--- src/rtl/crypt_cmd_ctrl.sv ---
// crypt_cmd_ctrl: UART command sequencer for the cipher core; define CRYPT_CMD_ERR_EN for '?' error replies
module crypt_cmd_ctrl #(
  parameter int FIFO_DEPTH = 16,
  parameter int KEY_W      = 32
) (
  input  logic             clk12m,
  input  logic             rst_n,
  input  logic [7:0]       rx_data,
  input  logic             rx_data_rdy,
  output logic [7:0]       tx_data,
  output logic             tx_data_rdy,
  input  logic             tx_ready,
  output logic [KEY_W-1:0] key,
  output logic             key_load,
  output logic             dp_start,
  output logic             dp_mode,
  output logic [7:0]       dp_din,
  input  logic [7:0]       dp_dout,
  input  logic             dp_done,
  output logic [4:0]       status
);
  localparam int AW = $clog2(FIFO_DEPTH);
  typedef enum logic [3:0] {
    IDLE, LOAD, ENC, ENC_RUN, ENC_HI, ENC_LO, DEC_HI, DEC_LO, DEC_RUN, DEC_TX, EOL_CR, EOL_LF, ERR
  } state_t;
  state_t           state_q;
  logic [7:0]       mem_q [FIFO_DEPTH];
  logic [AW:0]      wr_q, rd_q;
  logic             ovf_q, key_valid_q, key_load_q, dp_start_q, dp_mode_q, cr_seen_q;
  logic [7:0]       dp_din_q, res_q, head, tx_byte;
  logic [KEY_W-1:0] acc_q, key_q;
  logic [3:0]       hi_q, nib, res_nib;
  logic             empty, full, can_pop, pop, push, is_cr, is_lf, is_hex, emit, err_emit, busy;
  logic [1:0]       mode;
  // FIFO flags, head-byte decode, pop/push decisions and the byte each emitting state sends
  always_comb begin
    empty    = wr_q == rd_q;
    full     = (wr_q - rd_q) == (AW+1)'(FIFO_DEPTH);
    head     = mem_q[rd_q[AW-1:0]];
    is_cr    = head == 8'h0d;
    is_lf    = head == 8'h0a;
    is_hex   = (head >= "0" && head <= "9") || (head >= "a" && head <= "f") || (head >= "A" && head <= "F");
    nib      = head <= "9" ? head[3:0] : head[3:0] + 4'd9;
    can_pop  = state_q inside {IDLE, LOAD, ENC, DEC_HI, DEC_LO} || (state_q == ERR && !cr_seen_q);
    pop      = can_pop && !empty;
    push     = rx_data_rdy && (!full || pop);
`ifdef CRYPT_CMD_ERR_EN
    err_emit = state_q == ERR && cr_seen_q;
`else
    err_emit = 1'b0;
`endif
    emit     = state_q inside {ENC_HI, ENC_LO, DEC_TX, EOL_CR, EOL_LF} || err_emit;
    res_nib  = state_q == ENC_HI ? res_q[7:4] : res_q[3:0];
    tx_byte  = state_q inside {ENC_HI, ENC_LO} ? (res_nib < 4'd10 ? 8'h30 + {4'd0, res_nib} : 8'h57 + {4'd0, res_nib}) :
               state_q == DEC_TX ? res_q : state_q == EOL_CR ? 8'h0d : state_q == EOL_LF ? 8'h0a :
               state_q == ERR ? 8'h3f : 8'h00;
    busy     = state_q != IDLE || !empty;
    mode     = state_q == ERR ? 2'b11 : state_q inside {ENC, ENC_RUN, ENC_HI, ENC_LO} ? 2'b01 :
               state_q inside {DEC_HI, DEC_LO, DEC_RUN, DEC_TX} ? 2'b10 : 2'b00;
  end
  // FIFO storage; a push while full only happens alongside a pop, so the slot is already free
  always_ff @(posedge clk12m) begin
    if (push) mem_q[wr_q[AW-1:0]] <= rx_data;
  end
  // FIFO pointers and the sticky overflow flag
  always_ff @(posedge clk12m) begin
    if (!rst_n) begin
      wr_q  <= '0;
      rd_q  <= '0;
      ovf_q <= 1'b0;
    end else begin
      if (push) wr_q <= wr_q + 1'b1;
      if (pop) rd_q <= rd_q + 1'b1;
      if (rx_data_rdy && !push) ovf_q <= 1'b1;
    end
  end
  // command FSM with registered datapath and key outputs
  always_ff @(posedge clk12m) begin
    if (!rst_n) begin
      state_q     <= IDLE;
      acc_q       <= '0;
      key_q       <= '0;
      key_valid_q <= 1'b0;
      key_load_q  <= 1'b0;
      dp_start_q  <= 1'b0;
      dp_mode_q   <= 1'b0;
      dp_din_q    <= 8'h00;
      res_q       <= 8'h00;
      hi_q        <= 4'h0;
      cr_seen_q   <= 1'b0;
    end else begin
      key_load_q <= 1'b0;
      dp_start_q <= 1'b0;
      case (state_q)
        IDLE: begin
          acc_q     <= '0;
          cr_seen_q <= 1'b0;
          if (pop && !is_lf && !is_cr)
            state_q <= head == "L" ? LOAD : head == "E" ? ENC : head == "D" ? DEC_HI : ERR;
        end
        LOAD: if (pop && !is_lf) begin
          if (is_cr) begin
            key_q       <= acc_q;
            key_load_q  <= 1'b1;
            key_valid_q <= 1'b1;
            state_q     <= EOL_CR;
          end else if (is_hex) acc_q <= KEY_W'({acc_q, nib});
          else state_q <= ERR;
        end
        ENC: if (pop && !is_lf) begin
          if (is_cr) state_q <= EOL_CR;
          else begin
            dp_din_q   <= head;
            dp_mode_q  <= 1'b0;
            dp_start_q <= 1'b1;
            state_q    <= ENC_RUN;
          end
        end
        ENC_RUN: if (dp_done) begin
          res_q   <= dp_dout;
          state_q <= ENC_HI;
        end
        ENC_HI: if (tx_ready) state_q <= ENC_LO;
        ENC_LO: if (tx_ready) state_q <= ENC;
        DEC_HI: if (pop && !is_lf) begin
          hi_q    <= nib;
          state_q <= is_cr ? EOL_CR : is_hex ? DEC_LO : ERR;
        end
        DEC_LO: if (pop && !is_lf) begin
          if (is_cr) state_q <= EOL_CR;
          else if (is_hex) begin
            dp_din_q   <= {hi_q, nib};
            dp_mode_q  <= 1'b1;
            dp_start_q <= 1'b1;
            state_q    <= DEC_RUN;
          end else state_q <= ERR;
        end
        DEC_RUN: if (dp_done) begin
          res_q   <= dp_dout;
          state_q <= DEC_TX;
        end
        DEC_TX: if (tx_ready) state_q <= DEC_HI;
        EOL_CR: if (tx_ready) state_q <= EOL_LF;
        EOL_LF: if (tx_ready) state_q <= IDLE;
`ifdef CRYPT_CMD_ERR_EN
        ERR: begin
          if (cr_seen_q && tx_ready) state_q <= EOL_CR;
          if (pop && is_cr) cr_seen_q <= 1'b1;
        end
`else
        ERR: if (pop && is_cr) state_q <= IDLE;
`endif
        default: state_q <= IDLE;
      endcase
    end
  end
  assign tx_data     = emit ? tx_byte : 8'h00;
  assign tx_data_rdy = emit && tx_ready;
  assign key         = key_q;
  assign key_load    = key_load_q;
  assign dp_start    = dp_start_q;
  assign dp_mode     = dp_mode_q;
  assign dp_din      = dp_din_q;
  assign status      = {ovf_q, busy, key_valid_q, mode};
endmodule

--- config.mk ---
export PLATFORM = sky130hd
export DESIGN_NAME = crypt_cmd_ctrl
export DESIGN_NICKNAME = d
export VERILOG_FILES = /design/src/rtl/crypt_cmd_ctrl.sv
export SDC_FILE = /design/constraint.sdc
export NUM_CORES = 1
export LEC_CHECK = 0
export CAP_MARGIN = 30
export CORE_UTILIZATION = 29
export DETAILED_ROUTE_END_ITERATION = 10
export PLACE_DENSITY_LB_ADDON = 0.2
export SETUP_SLACK_MARGIN = 0.05
export SYNTH_ARGS = -nofsm -noshare
export SYNTH_HDL_FRONTEND = slang
export SYNTH_SLANG_ARGS = --single-unit
--- constraint.sdc ---
create_clock -name clk12m -period 8.3 [get_ports clk12m]
set_input_delay 0.83 -clock clk12m [delete_from_list [all_inputs] [get_ports clk12m]]
set_output_delay 0.83 -clock clk12m [all_outputs]
set_load 0.03 [all_outputs]
==> results of run 1 <==
## cell usage in the layout, fill, tap and decap left out, types with 4 or more instances in the layout
cell / count
clkbuf_1: 10
xor2_1: 6
clkdlybuf4s50_1: 77
clkinv_2: 4
a311oi_1: 4
mux4_1: 14
clkbuf_16: 27
nor2_1: 73
nand2_1: 141
mux2i_1: 28
clkbuf_8: 4
a21oi_1: 84
buf_6: 7
a211oi_1: 6
a21o_1: 5
nand2b_1: 5
inv_1: 16
nand4_1: 4
nor3_2: 5
o21ai_0: 20
dfxtp_1: 107
ha_1: 15
nand3_1: 44
buf_4: 15
xnor2_1: 9
o22ai_1: 6
nor3_1: 8
edfxtp_1: 128
nor2b_1: 9
mux4_2: 18
## flip-flops by register name, indices dropped and copies added, names as in the netlist, named ones only
register	cells
dp_start	1
key_load	1
acc_q	32
dp_din	8
key	32
mem_q	128
state_q	4
key_valid_q	1
res_q	8
wr_q	5
dp_mode	1
hi_q	4
ovf_q	1
rd_q	5
## stage by stage
stage	cells	instance area, um2	power (mW)	hold WS, ns
2_1_floorplan	865	10100	1.88	0.432
3_3_place_gp	1346	11200	2.10	0.442
3_5_place_dp	1357	11300	2.10	0.446
4_1_cts	1406	12200	3.21	0.456
5_1_grt	1407	12200	3.33	0.467
6_report	1407	12200	3.16	0.450
## worst max-delay path, cell delays in order (launching register included)
cell and delay [ns]:
dfxtp_1 0.53, inv_1 0.31, nand2_1 0.17, nor3_1 0.56
mux2i_1 0.51, a21oi_1 0.18, o32ai_1 0.32, clkdlybuf4s50_1 0.72
## how the worst max path moves through the flow
stage / start / slack [ns] / endpoint / cells past startpoint
4_1_cts: state_q[1]$_SDFFE_PN0P_ / 3.61 / tx_data[3] / 7
3_3_place_gp: state_q[1]$_SDFFE_PN0P_ / 4.20 / tx_data[3] / 7
6_report: state_q[1]$_SDFFE_PN0P_ / 3.64 / tx_data[3] / 7
3_5_place_dp: flip-flop / 4.16 / acc_q[25]$_SDFFE_PN0P_ / 13
5_1_grt: state_q[1]$_SDFFE_PN0P_ / 3.28 / tx_data[0] / 8
2_1_floorplan: state_q[1]$_SDFFE_PN0P_ / 4.88 / tx_data[0] / 8
## logic make-up (layout without fill, tap and decap cells)
| logic type | Yosys count | count (layout) | synth area share (%) |
|---|---|---|---|
| xor+xnor | 15 | 15 | 1.31 |
| buf+inv | 71 | 165 | 3.35 |
| mux | 64 | 64 | 10.9 |
| simple gates | 309 | 309 | 13.6 |
| compound gates | 156 | 156 | 9.43 |
| fa+ha+maj | 15 | 15 | 1.87 |
| flops | 235 | 235 | 59.5 |
## final cells by class
cell class | instances | area (um2) | share of cell area, %
Clock buffer | 42 | 776 | 6.38
Clock inverter | 7 | 45.0 | 0.370
Inverter | 17 | 63.8 | 0.525
Multi-Input combinational cell | 559 | 3760 | 31.0
Sequential cell | 235 | 5990 | 49.2
Tap cell | 448 | 561 | 4.61
Timing Repair Buffer | 99 | 962 | 7.91
## synthesized netlist by cell type (3+ instances only)
cell / count
nand2_1: 141
mux2_2: 3
o32ai_1: 3
mux4_2: 18
dfxtp_1: 107
a21oi_1: 84
xor2_1: 6
and3_1: 3
buf_4: 6
o21ai_0: 20
edfxtp_1: 128
inv_1: 16
nand4_1: 4
a22oi_1: 3
nor2_1: 73
o211ai_1: 3
nand3_1: 44
clkbuf_1: 30
nor2b_1: 9
ha_1: 15
o22ai_1: 6
mux2i_1: 28
nor3_1: 13
xnor2_1: 9
a31oi_1: 3
buf_2: 12
nand2b_1: 5
a211oi_1: 6
mux4_1: 14
a21o_1: 5
a311oi_1: 4
o21a_1: 3
## power by group
| part | leakage, nW | switching, mW | internal [mW] |
|---|---|---|---|
| registers | 2.02 | 0.0422 | 1.25 |
| clock network | 0.402 | 0.455 | 0.640 |
| logic | 1.52 | 0.500 | 0.271 |
| total | 3.94 | 0.997 | 2.17 |
## metal layers
layer  wire length [um]  vias to the layer above  track usage, %
li1                   -                     3290               -
met1              11100                     3303            18.5
met2              11600                      138            22.5
met3               1110                       32            2.27
met4                419                        0            3.35
met5                  0                        -               0
==> flow_metrics.py, run 1 <==
metrics = {
    "outcome": {
        "status": "completed",
    },
    "timing": {
        "slew_violations": 0,
        "final_hold_viol_count": 0,
        "rsz0062_at_grt": "false",
        "setup_viol": 0,
        "skew_ns": 0.0169,
        "tightest_slew_ns": 0.948,
        "tns_ns": 0,
        "finalCritPeriodShare_pct": 56.2,
        "post-route-min-period_ns": 4.66,
        "slew_headroom_pct": 36.6,
        "fin_ws_ns": 3.64,
        "max_freq_mhz": 214,
    },
    "synth": {
        "syn_inst": 865,
        "synth_top_area_share_pct": 38.2,
        "syn_nets": 901,
        "synth.distinct_cells": 64,
        "synth-main-ff-cell": "edfxtp_1",
        "syn_area_per_cell_um2": 11.6,
        "synth_area_um2": 10100,
        "synth-edff-count": 128,
        "ys_seq_area_share_pct": 59.5,
        "synthTopCellsByArea": "edfxtp_1 (38%), dfxtp_1 (21%), nand2_1 (5.3%)",
        "synth.largest_area_cell": "edfxtp_1",
        "yosys_warnings": 0,
        "ys_seq_elements": 235,
        "async_flop_share_pct": 0,
    },
    "setup_path": {
        "ff2ff_path_depth": 13,
        "crit_arrival_ns": 3.83,
        "start_kind": "flip-flop",
        "r2r_slack_ns": 4.17,
        "crit_type": "reg -> out",
        "r2r_end": "acc_q[7]$_SDFFE_PN0P_",
        "cp-end-kind": "primary output",
        "cp.required_ns": 7.47,
        "crit_fanout": 20,
    },
    "final_layout": {
        "fin_nets": 975,
        "drive_gt1_share_pct": 10.5,
        "finalCoreUtilization_pct": 36.0,
        "num-fill-cells": 3316,
        "area_delta_synth_final_pct": 20.9,
        "n_antenna_cell": 0,
    },
    "power_and_ir_drop": {
        "vdd_drop_max_uv": 166,
        "power_per_cell_area_nw_per_um2": 260,
        "leakage_nw": 3.94,
    },
    "min_path": {
        "hp-start": "key[19]$_SDFFE_PN0P_",
        "holdPathEnd": "key[19]$_SDFFE_PN0P_",
        "min_path_type": "reg -> reg",
        "hold_depth": 2,
    },
    "die": {
        "die_area_um2": 35400,
        "io_pins": 78,
        "start_util_pct": 29.8,
        "die_w_um": 188,
        "core_um2": 33800,
        "die_h_um": 188,
        "placement_rows": 67,
    },
    "drt": {
        "route.detailed.drc": 0,
        "drt_pass1_iterations": 4,
        "drt_iter0_drc": 410,
        "viasPerCell": 4.81,
        "avgRoutedWirePerCell_um": 17.3,
        "num_vias": 6763,
        "detail_route.wirelength_um": 24300,
        "ant_nets": 0,
    },
    "cts": {
        "cts_buffer_depth": 3,
        "postCtsSetupRepairBufs": 0,
        "tritoncts": "yes",
        "cts_buffers": 27,
        "insertion_delay_ns": 0.54,
        "cts_root_buf": "clkbuf_16",
        "clock_sinks": 235,
        "hold_buffers": 0,
        "htree_levels": 1,
        "clk_pin_slew_ns": 0.06,
        "ctsResizeCount": 0,
    },
    "job": {
        "drv_cap": 0,
    },
    "grt": {
        "antenna_found_initial": 0,
        "grt_max_degree": 87,
        "grt_pass1_wl_um": 38200,
        "grtUsageTotal_pct": 13.6,
        "grt-ovfl-total": 0,
        "grt_pass1_vias": 6640,
    },
    "placement": {
        "dp_hpwl_um": 16200,
        "io_buffers": 77,
        "post-place-ws_ns": 4.16,
        "gp_congestion": 0.812,
    },
}
Note: power is estimated with default switching activity, not from simulation.
==> inputs of run 2 (changes only) <==
- clock period: 8.3 -> 4.29 ns (I/O delays scaled with it)
==> flow_metrics.py, run 2 (synthesis results as in run 1) <==
metrics = {
    "grt": {
        "grt_pass1_vias": 6811,
        "grt_pass1_wl_um": 39300,
        "antenna_found_initial": 1,
        "grt-ovfl-total": 0,
        "grt_max_degree": 50,
        "grtUsageTotal_pct": 14.1,
    },
    "cts": {
        "cts_buffers": 27,
        "clock_sinks": 235,
        "insertion_delay_ns": 0.53,
        "htree_levels": 1,
        "clk_pin_slew_ns": 0.06,
        "cts_root_buf": "clkbuf_16",
        "cts_buffer_depth": 3,
        "tritoncts": "yes",
    },
    "timing": {
        "max_freq_mhz": 256,
        "post-route-min-period_ns": 3.90,
        "tightest_slew_ns": 0.994,
        "slew_headroom_pct": 33.5,
        "finalCritPeriodShare_pct": 91.0,
        "rsz0062_at_grt": "false",
        "setup_viol": 0,
        "slew_violations": 0,
        "skew_ns": 0.0163,
        "final_hold_viol_count": 0,
        "tns_ns": 0,
    },
    "final_layout": {
        "area_delta_synth_final_pct": 22.5,
        "fin_nets": 993,
        "drive_gt1_share_pct": 12.4,
        "num-fill-cells": 3317,
        "instances_no_fill": 1427,
        "largest_reg_flops": 128,
        "final_common_cell": "nand2_1",
        "final_cell_mix": "nand2_1 (141), edfxtp_1 (128), dfxtp_1 (107)",
        "fin_area_um2": 12300,
    },
    "placement": {
        "dp_hpwl_um": 16800,
        "numPlacedInstances": 1376,
        "gp_congestion": 0.793,
        "placed_area_um2": 11400,
        "io_buffers": 77,
    },
    "setup_path": {
        "start_kind": "flip-flop",
        "cp.required_ns": 3.86,
        "crit_fanout": 20,
        "r2r_end": "state_q[2]$_SDFFE_PN0P_",
        "cp-end-kind": "primary output",
        "ff2ff_path_depth": 11,
        "r2r_slack_ns": 0.55,
        "crit_arrival_ns": 3.48,
        "crit_type": "reg -> out",
    },
    "drt": {
        "drt_pass1_iterations": 5,
        "route.detailed.drc": 0,
        "ant_nets": 0,
        "viasPerCell": 4.81,
        "drt_iter0_drc": 353,
        "num_vias": 6858,
        "avgRoutedWirePerCell_um": 17.5,
        "detail_route.wirelength_um": 25000,
    },
    "power_and_ir_drop": {
        "p_total_mw": 6.31,
        "vdd_drop_max_uv": 241,
        "power_per_cell_area_nw_per_um2": 512,
        "leakage_nw": 4.03,
    },
    "min_path": {
        "hold_depth": 2,
        "holdPathEnd": "key[22]$_SDFFE_PN0P_",
        "hp-start": "key[22]$_SDFFE_PN0P_",
        "min_path_type": "reg -> reg",
    },
    "die": {
        "die_w_um": 188,
        "die_h_um": 188,
        "die_area_um2": 35400,
        "placement_rows": 67,
        "io_pins": 78,
        "start_util_pct": 29.8,
        "core_um2": 33800,
    },
    "job": {
        "drv_cap": 0,
    },
    "outcome": {
        "status": "completed",
    },
}
## run 2: metal layers
layer  global-route usage (%)  share of wire (%)  vias up
li1                         -                  -     3338
met1                     19.4                 47     3346
met2                     22.7                 47      141
met3                     2.46                4.5       33
met4                     3.91                1.9        0
met5                        0                  0        -
## run 2: how the worst max path moves through the flow
stage | startpoint | endpoint | slack (ns) | depth (start not counted)
after floorplan | flip-flop | dp_din[2]$_SDFFE_PN0P_ | 0.95 | 15
after global placement | state_q[1]$_SDFFE_PN0P_ | tx_data[0] | 0.46 | 8
after detailed placement | state_q[1]$_SDFFE_PN0P_ | tx_data[0] | 0.48 | 8
after CTS | state_q[1]$_SDFFE_PN0P_ | tx_data[3] | 0.11 | 7
after global routing | state_q[1]$_SDFFE_PN0P_ | tx_data[1] | 0.09 | 9
final | state_q[1]$_SDFFE_PN0P_ | tx_data[3] | 0.39 | 7
## run 2: area by class of cell
type,count,area [um2],area share (%)
diodes,1,2.50,0.0203
clock buffers,43,792,6.43
clock inverters,7,71.3,0.579
inverters,17,63.8,0.518
multi-input cells,559,3760,30.6
flip-flops and latches,235,5990,48.6
well taps,448,561,4.55
repair buffers,117,1070,8.73
## run 2: critical path, cell delays in order (launching register included)
cell and delay [ns]:
dfxtp_1 0.52, inv_2 0.24, nand2_1 0.17, nor3_4 0.32, mux2i_1 0.38, a21oi_1 0.21, o32ai_1 0.37, clkdlybuf4s50_1 0.73
## run 2: what timing repair did
action | CTS | global route
endpoints found under the setup margin | 5 | 6
gates cloned | 0 | 0
gates resized for setup | 1 | 4
setup buffers | 0 | 0
hold buffers | 0 | 0
## run 2: per-stage QoR
step                hold WS (ns)  util, %  setup WS [ns]
detailed placement         0.444     33.8          0.477
floorplan                  0.432        -          0.953
global route               0.467     36.4         0.0853
CTS                        0.453     36.4          0.113
finish                     0.451     36.5          0.385
global placement           0.442     33.8          0.460
## run 2: power by group
| part | switching [mW] | leakage [nW] | internal (mW) |
|---|---|---|---|
| clock | 0.894 | 0.424 | 1.33 |
| combinational | 1.00 | 1.59 | 0.583 |
| sequential | 0.0735 | 2.02 | 2.43 |
==> inputs of run 3 (changes only) <==
- ABC_CLOCK_PERIOD_IN_PS: not set -> 4290
- SLEW_MARGIN: not set -> 0
==> results of run 3 <==
No change in the layout: final DEF, timing and power equal those of run 2.
